## src/rtl/snd_latch_pkg.sv

```systemverilog
// Shared sizing defaults and read-FSM state encoding for the sound command latch.
package snd_latch_pkg;
  localparam int SND_DW    = 8;
  localparam int SND_DEPTH = 4;
  localparam int SND_AW    = 2;

  typedef enum logic {
    IDLE = 1'b0,
    HOLD = 1'b1
  } rd_state_t;
endpackage

```

## src/rtl/strobe_edge_det.sv

```systemverilog
// Rising-edge detector. Combinational pulse the cycle a level is first seen high.
// RST_VAL=1 makes a level already high when reset releases look old, so no edge is reported.
module strobe_edge_det #(
  parameter logic RST_VAL = 1'b1
) (
  input  logic clk_i,
  input  logic rst_i,
  input  logic sig_i,
  output logic rise_o
);
  logic sig_q;

  always_ff @(posedge clk_i or posedge rst_i) begin
    if (rst_i) sig_q <= RST_VAL;
    else       sig_q <= sig_i;
  end

  assign rise_o = sig_i & ~sig_q;
endmodule

```

## src/rtl/sound_latch_reader.sv

```systemverilog
// Main-to-sound CPU command queue: edge-triggered writes, one pop per completed read cycle.
// RD_Q is frozen for the whole read; IRQn is low while any byte is queued.
import snd_latch_pkg::*;

module sound_latch_reader #(
  parameter int DW    = SND_DW,
  parameter int DEPTH = SND_DEPTH,
  parameter int AW    = SND_AW
) (
  input  logic          Clk,
  input  logic          RESET,
  input  logic          WR_STB,
  input  logic [DW-1:0] WR_D,
  input  logic          RD_CS,
  input  logic          CLR,
  output logic [DW-1:0] RD_Q,
  output logic          IRQn,
  output logic [AW:0]   COUNT,
  output logic          OVF
);
  logic [DW-1:0] mem_q [DEPTH];
  logic [AW-1:0] wr_ptr_q, rd_ptr_q;
  logic [AW:0]   count_q, count_d;
  logic [DW-1:0] rd_q_q;
  logic          ovf_q, irqn_q;
  rd_state_t     state_q, state_d;
  logic          wr_edge, rd_fall, is_full, push, pop;

  strobe_edge_det #(.RST_VAL(1'b1)) u_wr_edge (
    .clk_i  (Clk),
    .rst_i  (RESET),
    .sig_i  (WR_STB),
    .rise_o (wr_edge)
  );

  // Rising edge of ~RD_CS is the end of a read bus cycle.
  strobe_edge_det #(.RST_VAL(1'b1)) u_rd_fall (
    .clk_i  (Clk),
    .rst_i  (RESET),
    .sig_i  (~RD_CS),
    .rise_o (rd_fall)
  );

  assign is_full = (count_q == (AW+1)'(DEPTH));
  assign pop     = (state_q == HOLD) && rd_fall && (count_q != '0);
  // A pop in the same cycle frees a slot, so a write into a full queue still lands.
  assign push    = wr_edge && (!is_full || pop);

  always_comb begin
    state_d = state_q;
    case (state_q)
      IDLE:    if (RD_CS)  state_d = HOLD;
      HOLD:    if (!RD_CS) state_d = IDLE;
      default: state_d = IDLE;
    endcase
    if (CLR) state_d = IDLE;
  end

  always_comb begin
    count_d = count_q;
    if (CLR)              count_d = '0;
    else if (push && !pop) count_d = count_q + (AW+1)'(1);
    else if (pop && !push) count_d = count_q - (AW+1)'(1);
  end

  always_ff @(posedge Clk) begin
    if (push && !CLR) mem_q[wr_ptr_q] <= WR_D;
  end

  always_ff @(posedge Clk or posedge RESET) begin
    if (RESET) begin
      wr_ptr_q <= '0;
      rd_ptr_q <= '0;
      count_q  <= '0;
      rd_q_q   <= '0;
      ovf_q    <= 1'b0;
      irqn_q   <= 1'b1;
      state_q  <= IDLE;
    end else begin
      state_q <= state_d;
      count_q <= count_d;
      irqn_q  <= (count_d == '0);
      if (CLR) begin
        wr_ptr_q <= '0;
        rd_ptr_q <= '0;
        ovf_q    <= 1'b0;
      end else begin
        if (push) wr_ptr_q <= wr_ptr_q + AW'(1);
        if (pop)  rd_ptr_q <= rd_ptr_q + AW'(1);
        if (wr_edge && is_full && !pop) ovf_q <= 1'b1;
        if (state_q == IDLE && count_q != '0) rd_q_q <= mem_q[rd_ptr_q];
      end
    end
  end

  assign RD_Q  = rd_q_q;
  assign IRQn  = irqn_q;
  assign COUNT = count_q;
  assign OVF   = ovf_q;
endmodule

```

## config.mk

```make
export PLATFORM = sky130hd
export DESIGN_NAME = sound_latch_reader
export DESIGN_NICKNAME = d
export VERILOG_FILES = /design/src/rtl/snd_latch_pkg.sv /design/src/rtl/strobe_edge_det.sv /design/src/rtl/sound_latch_reader.sv
export SDC_FILE = /design/constraint.sdc
export NUM_CORES = 1
export LEC_CHECK = 0
export ABC_AREA = 0
export CELL_PAD_IN_SITES_DETAIL_PLACEMENT = 2
export CELL_PAD_IN_SITES_GLOBAL_PLACEMENT = 2
export CORE_ASPECT_RATIO = 1.2
export CORE_UTILIZATION = 40
export CTS_CLUSTER_SIZE = 24
export DETAILED_ROUTE_END_ITERATION = 10
export GPL_TIMING_DRIVEN = 1
export PLACE_DENSITY_LB_ADDON = 0.1
export SLEW_MARGIN = 5
export SYNTH_ARGS = -nofsm -noshare
export SYNTH_HDL_FRONTEND = slang
export SYNTH_SLANG_ARGS = --single-unit
export TNS_END_PERCENT = 10
```

## constraint.sdc

```tcl
create_clock -name Clk -period 2 [get_ports Clk]
set_input_delay 0.4 -clock Clk [delete_from_list [all_inputs] [get_ports Clk]]
set_output_delay 0.4 -clock Clk [all_outputs]
set_load 0.1 [all_outputs]
```

==> results of run 1 <==
-- logic make-up after synthesis --
family / share of synthesized area [%]
compound gates: 3.16
xor+xnor: 1.58
fa+ha+maj: 3.95
buf+inv: 2.48
flops: 66.1
mux: 13.3
simple gates: 9.43
-- state kept, by name (all words and copies together) (netlist names) --
name	cells
COUNT	3
IRQn	1
OVF	1
RD_Q	8
mem_q	32
rd_ptr_q	2
state_q	1
u_rd_fall.sig_q	1
u_wr_edge.sig_q	1
wr_ptr_q	2
-- final cells by class --
cell class | instances | area [µm²]
Fill cell | 500 | 2600
Sequential cell | 52 | 1470
Multi-Input combinational cell | 76 | 707
Timing Repair Buffer | 33 | 315
Tap cell | 62 | 77.6
Clock buffer | 5 | 68.8
Clock inverter | 1 | 30.0
Inverter | 6 | 22.5
-- routing by layer --
metal  track usage, %  part of all wire (%)  wire (µm)
met1             22.5                    41       1950
met5                0                     0          0
met3             2.90                   3.2        150
met4             6.55                   2.2        106
met2             30.7                    53       2520
-- synthesized netlist by cell type (3+ instances only) --
cell / instances / share of area (%)
a21oi_1: 4 / 0.90
and2_1: 5 / 1.4
dfrtp_1: 17 / 19
dfstp_2: 3 / 3.6
edfxtp_1: 32 / 43
ha_1: 7 / 4.0
inv_1: 6 / 1.0
mux2_2: 8 / 4.1
mux4_2: 8 / 8.1
nand2_1: 6 / 1.0
nor2_1: 12 / 2.0
-- worst max-delay path, cell delays in order (launching register included) --
cell,delay (ns)
dfrtp_4,0.47
inv_1,0.08
ha_1,0.23
nand2_1,0.19
o21ai_2,0.11
nor2_1,0.18
and2_2,0.33
-- per-stage QoR --
step / std cells / utilization [%]
floorplan: 138 / -
global placement: 229 / 49.0
detailed placement: 229 / 49.0
CTS: 235 / 50.9
global route: 235 / 50.9
finish: 235 / 50.9
-- power groups by stage --
stage          Clock (µW)  Sequential (µW)  Combinational, µW
2_1_floorplan           0             1930                146
3_3_place_gp            0             1320                981
3_5_place_dp            0             1320                993
4_1_cts               707             1300                996
5_1_grt               743             1310               1020
6_report              686             1300                988
-- repair_timing --
item / in CTS / in global routing
resized for setup: 1 / 0
setup endpoints to repair: 2 / 3
hold buffers: 0 / 0
-- path summary, 6_finish.rpt --
| check | end | slack (ns) | cells after the start | startpoint |
|---|---|---|---|---|
| setup reg to reg | mem_q[2][3] | 0.10 | 6 | COUNT[1] |
| setup / recovery | mem_q[2][3] | 0.10 | 6 | COUNT[1] |
| hold reg to reg | RD_Q[7] | 0.52 | 1 | RD_Q[7] |
| hold / removal | RD_Q[5] | 0.44 | 3 | RESET |
| min in group Clk | RD_Q[7] | 0.52 | 1 | RD_Q[7] |
| max in group asynchronous | IRQn | 1.28 | 3 | RESET |
==> results.yml, run 1 <==
run_status:
  outcome: "complete, no violations"
drt:
  wl_per_cell_um: 20.1
  vias: 1245
  drtAntennaViolNets: 0
  totalWireLength_um: 4730
  drcViolationCount: 0
  drt_iter0_markers: 62
  first_pass_iters: 4
  avgViaCountPerCell: 5.30
clock_tree:
  clkTransAtPathRegs_ns: 0.09
  insertion_delay_ns: 0.30
  cts_buffers: 5
  htree_num_levels: 2
  clockBufferDepth: 2
  post-cts-setup-buffer-count: 0
  cts_tree: "done"
  cts-root-buf: "clkbuf_8"
  cts_num_sinks: 52
global_routing:
  grt_max_degree: 21
  grt_usage_pct: 17.8
  grt_pass1_vias: 1413
  grt_pass1_wl_um: 7730
  overflow: 0
  antenna_found_initial: 0
timing:
  layout_min_cycle_time_ns: 1.90
  clock.fmax_mhz: 526
  setup_tns_ns: 0
  finalSetupViolCount: 0
  slew_headroom_pct: 64.0
  rsz0062_at_grt: "true"
  worst_pin_slew_ns: 0.539
  fin_worst_skew_ns: 0.00520
  whs_ns: 0.437
  fin_crit_sh_pct: 95.0
  setup_slack_ns: 0.100
  final_hold_viol_count: 0
  slew_viol_final: 0
power:
  powerDensity_nw_per_um2: 1100
  leakage_uw: 0.00103
  peakVddDrop_mv: 0.402
  switching_power_uw: 1140
  p_comb_share_pct: 33.2
  seq_power_share_pct: 43.7
  p_clk_share_pct: 23.1
  p_int_uw: 1840
  swShare_pct: 38.2
  finalPower_uw: 2970
worst_setup_path:
  cp-end-kind: "flop"
  crit_type: "reg -> reg"
  crit_path_max_fanout: 8
  cp-start-kind: "flop"
  arrival_ns: 1.89
  cp.required_ns: 1.99
cells_and_area:
  final_layout_size_suffix_gt1_share_pct: 35.3
  mostFrequentLayoutCells: "edfxtp_1, buf_4, dfrtp_1, nor2_1, clkdlybuf4s50_1"
  area_growth_syn_to_layout_pct: 21.6
  nets: 194
  stdcell_area_um2: 2700
  layout_commonest_cell: "edfxtp_1"
  antennaDiodeCount: 0
die:
  die_h_um: 83.5
  core_um2: 5300
  die_w_um: 69.9
  initial_utilization_pct: 41.8
  io_pins: 26
  dieArea_um2: 5840
  num_rows: 29
yosys:
  ys_seq_area_share_pct: 66.1
  syn_area_um2: 2220
  syn-mean-instance-area_um2: 16.1
  ys_types: 35
  syn_nets: 158
  syn-instance-count: 138
  yosysWarnings: 0
  synth_ff_type: "edfxtp_1"
  synth_edf_count: 32
  async_flop_share_pct: 38.5
  ys_seq_elements: 52
placed_design:
  gp_congestion: 0.778
  dpl.hpwl_um: 3450
  placed_area_um2: 2590
  io_buffers: 25
  pre_cts_slack_ns: -0.107
min_path:
  hold_path.class: "in -> async"
flow_run:
  max_cap_viol_count: 0
Power figures use the tool's default switching activity.
==> inputs of run 2 (changes only) <==
--- a/config.mk
+++ b/config.mk
@@ -8,12 +8,12 @@
 export ABC_AREA = 0
 export CELL_PAD_IN_SITES_DETAIL_PLACEMENT = 2
 export CELL_PAD_IN_SITES_GLOBAL_PLACEMENT = 2
-export CORE_ASPECT_RATIO = 1.2
-export CORE_UTILIZATION = 40
+export CORE_ASPECT_RATIO = 0.7
+export CORE_UTILIZATION = 43
 export CTS_CLUSTER_SIZE = 24
 export DETAILED_ROUTE_END_ITERATION = 10
 export GPL_TIMING_DRIVEN = 1
-export PLACE_DENSITY_LB_ADDON = 0.1
+export PLACE_DENSITY = 0.81
 export SLEW_MARGIN = 5
 export SYNTH_ARGS = -nofsm -noshare
 export SYNTH_HDL_FRONTEND = slang
==> constraint.sdc (replaced) <==
create_clock -name Clk -period 2.45 [get_ports Clk]
set_input_delay 0.49 -clock Clk [delete_from_list [all_inputs] [get_ports Clk]]
set_output_delay 0.49 -clock Clk [all_outputs]
set_load 0.1 [all_outputs]
==> results.yml, run 2 (same netlist as run 1, synthesis figures left out) <==
clock_tree:
  insertion_delay_ns: 0.31
  cts_tree: "done"
  post-cts-setup-buffer-count: 0
  cts.repair.resized: 0
  ctsHoldBuffers: 0
  cts-root-buf: "clkbuf_8"
  cts_num_sinks: 52
  cts_buffers: 5
  clkTransAtPathRegs_ns: 0.09
  clockBufferDepth: 2
  htree_num_levels: 2
die:
  die_h_um: 62.1
  io_pins: 26
  num_rows: 21
  dieArea_um2: 5450
  initial_utilization_pct: 45.6
  die_w_um: 87.8
  core_um2: 4860
cells_and_area:
  nFillCells: 441
  stdcell_count: 240
  mostFrequentLayoutCells: "edfxtp_1, buf_4, dfrtp_1, nor2_1, clkdlybuf4s50_1"
  final_layout_size_suffix_gt1_share_pct: 29.2
  largest_reg_flops: 32
  antennaDiodeCount: 0
  layout_commonest_cell: "edfxtp_1"
  regMostFlops: "mem_q"
  area_growth_syn_to_layout_pct: 17.4
  nets: 190
timing:
  slew_headroom_pct: 58.9
  final_hold_viol_count: 0
  fin_worst_skew_ns: 0.00806
  fin_crit_sh_pct: 89.9
  finalSetupViolCount: 0
  setup_tns_ns: 0
  worst_pin_slew_ns: 0.616
  rsz0062_at_grt: "false"
  slew_viol_final: 0
  layout_min_cycle_time_ns: 2.20
  whs_ns: 0.503
  clock.fmax_mhz: 454
global_routing:
  overflow: 0
  grt_usage_pct: 23.1
  antenna_found_initial: 0
  grt_pass1_vias: 1386
  grt_max_degree: 16
  grt_pass1_wl_um: 8380
worst_setup_path:
  worstSetupStartpoint: "COUNT[0]"
  cp-end-kind: "flop"
  crit_type: "reg -> reg"
  cp-start-kind: "flop"
  cp.required_ns: 2.40
  arrival_ns: 2.15
  crit_path_max_fanout: 8
  reg2reg_from: "COUNT[0]"
power:
  powerDensity_nw_per_um2: 900
  p_comb_share_pct: 34.4
  swShare_pct: 40.4
  switching_power_uw: 947
  peakVddDrop_mv: 0.341
  seq_power_share_pct: 45.5
  p_clk_share_pct: 20.1
  leakage_uw: 0.000984
  p_int_uw: 1390
drt:
  first_pass_iters: 4
  totalWireLength_um: 5520
  drcViolationCount: 0
  drtAntennaViolNets: 0
  wl_per_cell_um: 23.0
  drt_iter0_markers: 117
  vias: 1280
  avgViaCountPerCell: 5.33
min_path:
  hold_path.class: "in -> async"
placed_design:
  placed_cells: 232
  io_buffers: 25
  gp_congestion: 0.808
  dpl.hpwl_um: 4280
run_status:
  outcome: "complete, no violations"
flow_run:
  max_cap_viol_count: 0
==> run 2: worst max-delay path: stages, from the launching register on <==
cell and delay, ns:
dfrtp_2 0.45, inv_1 0.09, ha_1 0.33, nand2_1 0.21, o21ai_1 0.12, nor2_1 0.19
and2_1 0.46
==> run 2: path summary, 6_finish.rpt <==
kind | end | slack, ns | cells past startpoint
setup / recovery | mem_q[0][3] | 0.25 | 6
hold / removal | state_q | 0.50 | 2
setup reg to reg | mem_q[0][3] | 0.25 | 6
hold reg to reg | RD_Q[3] | 0.52 | 1
max in group asynchronous | RD_Q[3] | 1.41 | 3
min in group Clk | RD_Q[3] | 0.52 | 1
==> run 2: final cells by class <==
cell class,instances,area [µm²],area share [%]
tap,69,86.3,3.32
clock buffer,7,76.3,2.93
clock inverter,1,5.00,0.192
inverter,6,22.5,0.866
multi-input combinational,76,696,26.7
sequential,52,1470,56.4
timing repair buffer,29,248,9.52
==> run 2: per-stage QoR <==
stage | setup slack, ns | util (%) | cell area [µm²] | power, µW
2_1_floorplan | 0.260 | - | 2220 | 1690
3_3_place_gp | 0.183 | 51.8 | 2520 | 1860
3_5_place_dp | 0.0543 | 51.8 | 2520 | 1900
4_1_cts | 0.254 | 53.5 | 2600 | 2370
5_1_grt | 0.159 | 53.5 | 2600 | 2410
6_report | 0.249 | 53.5 | 2600 | 2340
==> run 2: layer usage <==
layer	part of all wire [%]	up-vias	global-route usage [%]
li1	-	568	-
met1	43	660	28.9
met2	50	36	39.1
met3	3.9	16	5.28
met4	3.2	0	11.0
met5	0	-	0
==> run 2: power by group through the flow <==
stage          sequential, µW  combinational (µW)  clock (µW)
2_1_floorplan            1570                 118           0
3_3_place_gp             1070                 788           0
3_5_place_dp             1090                 810           0
4_1_cts                  1070                 814         487
5_1_grt                  1070                 828         511
6_report                 1070                 804         472
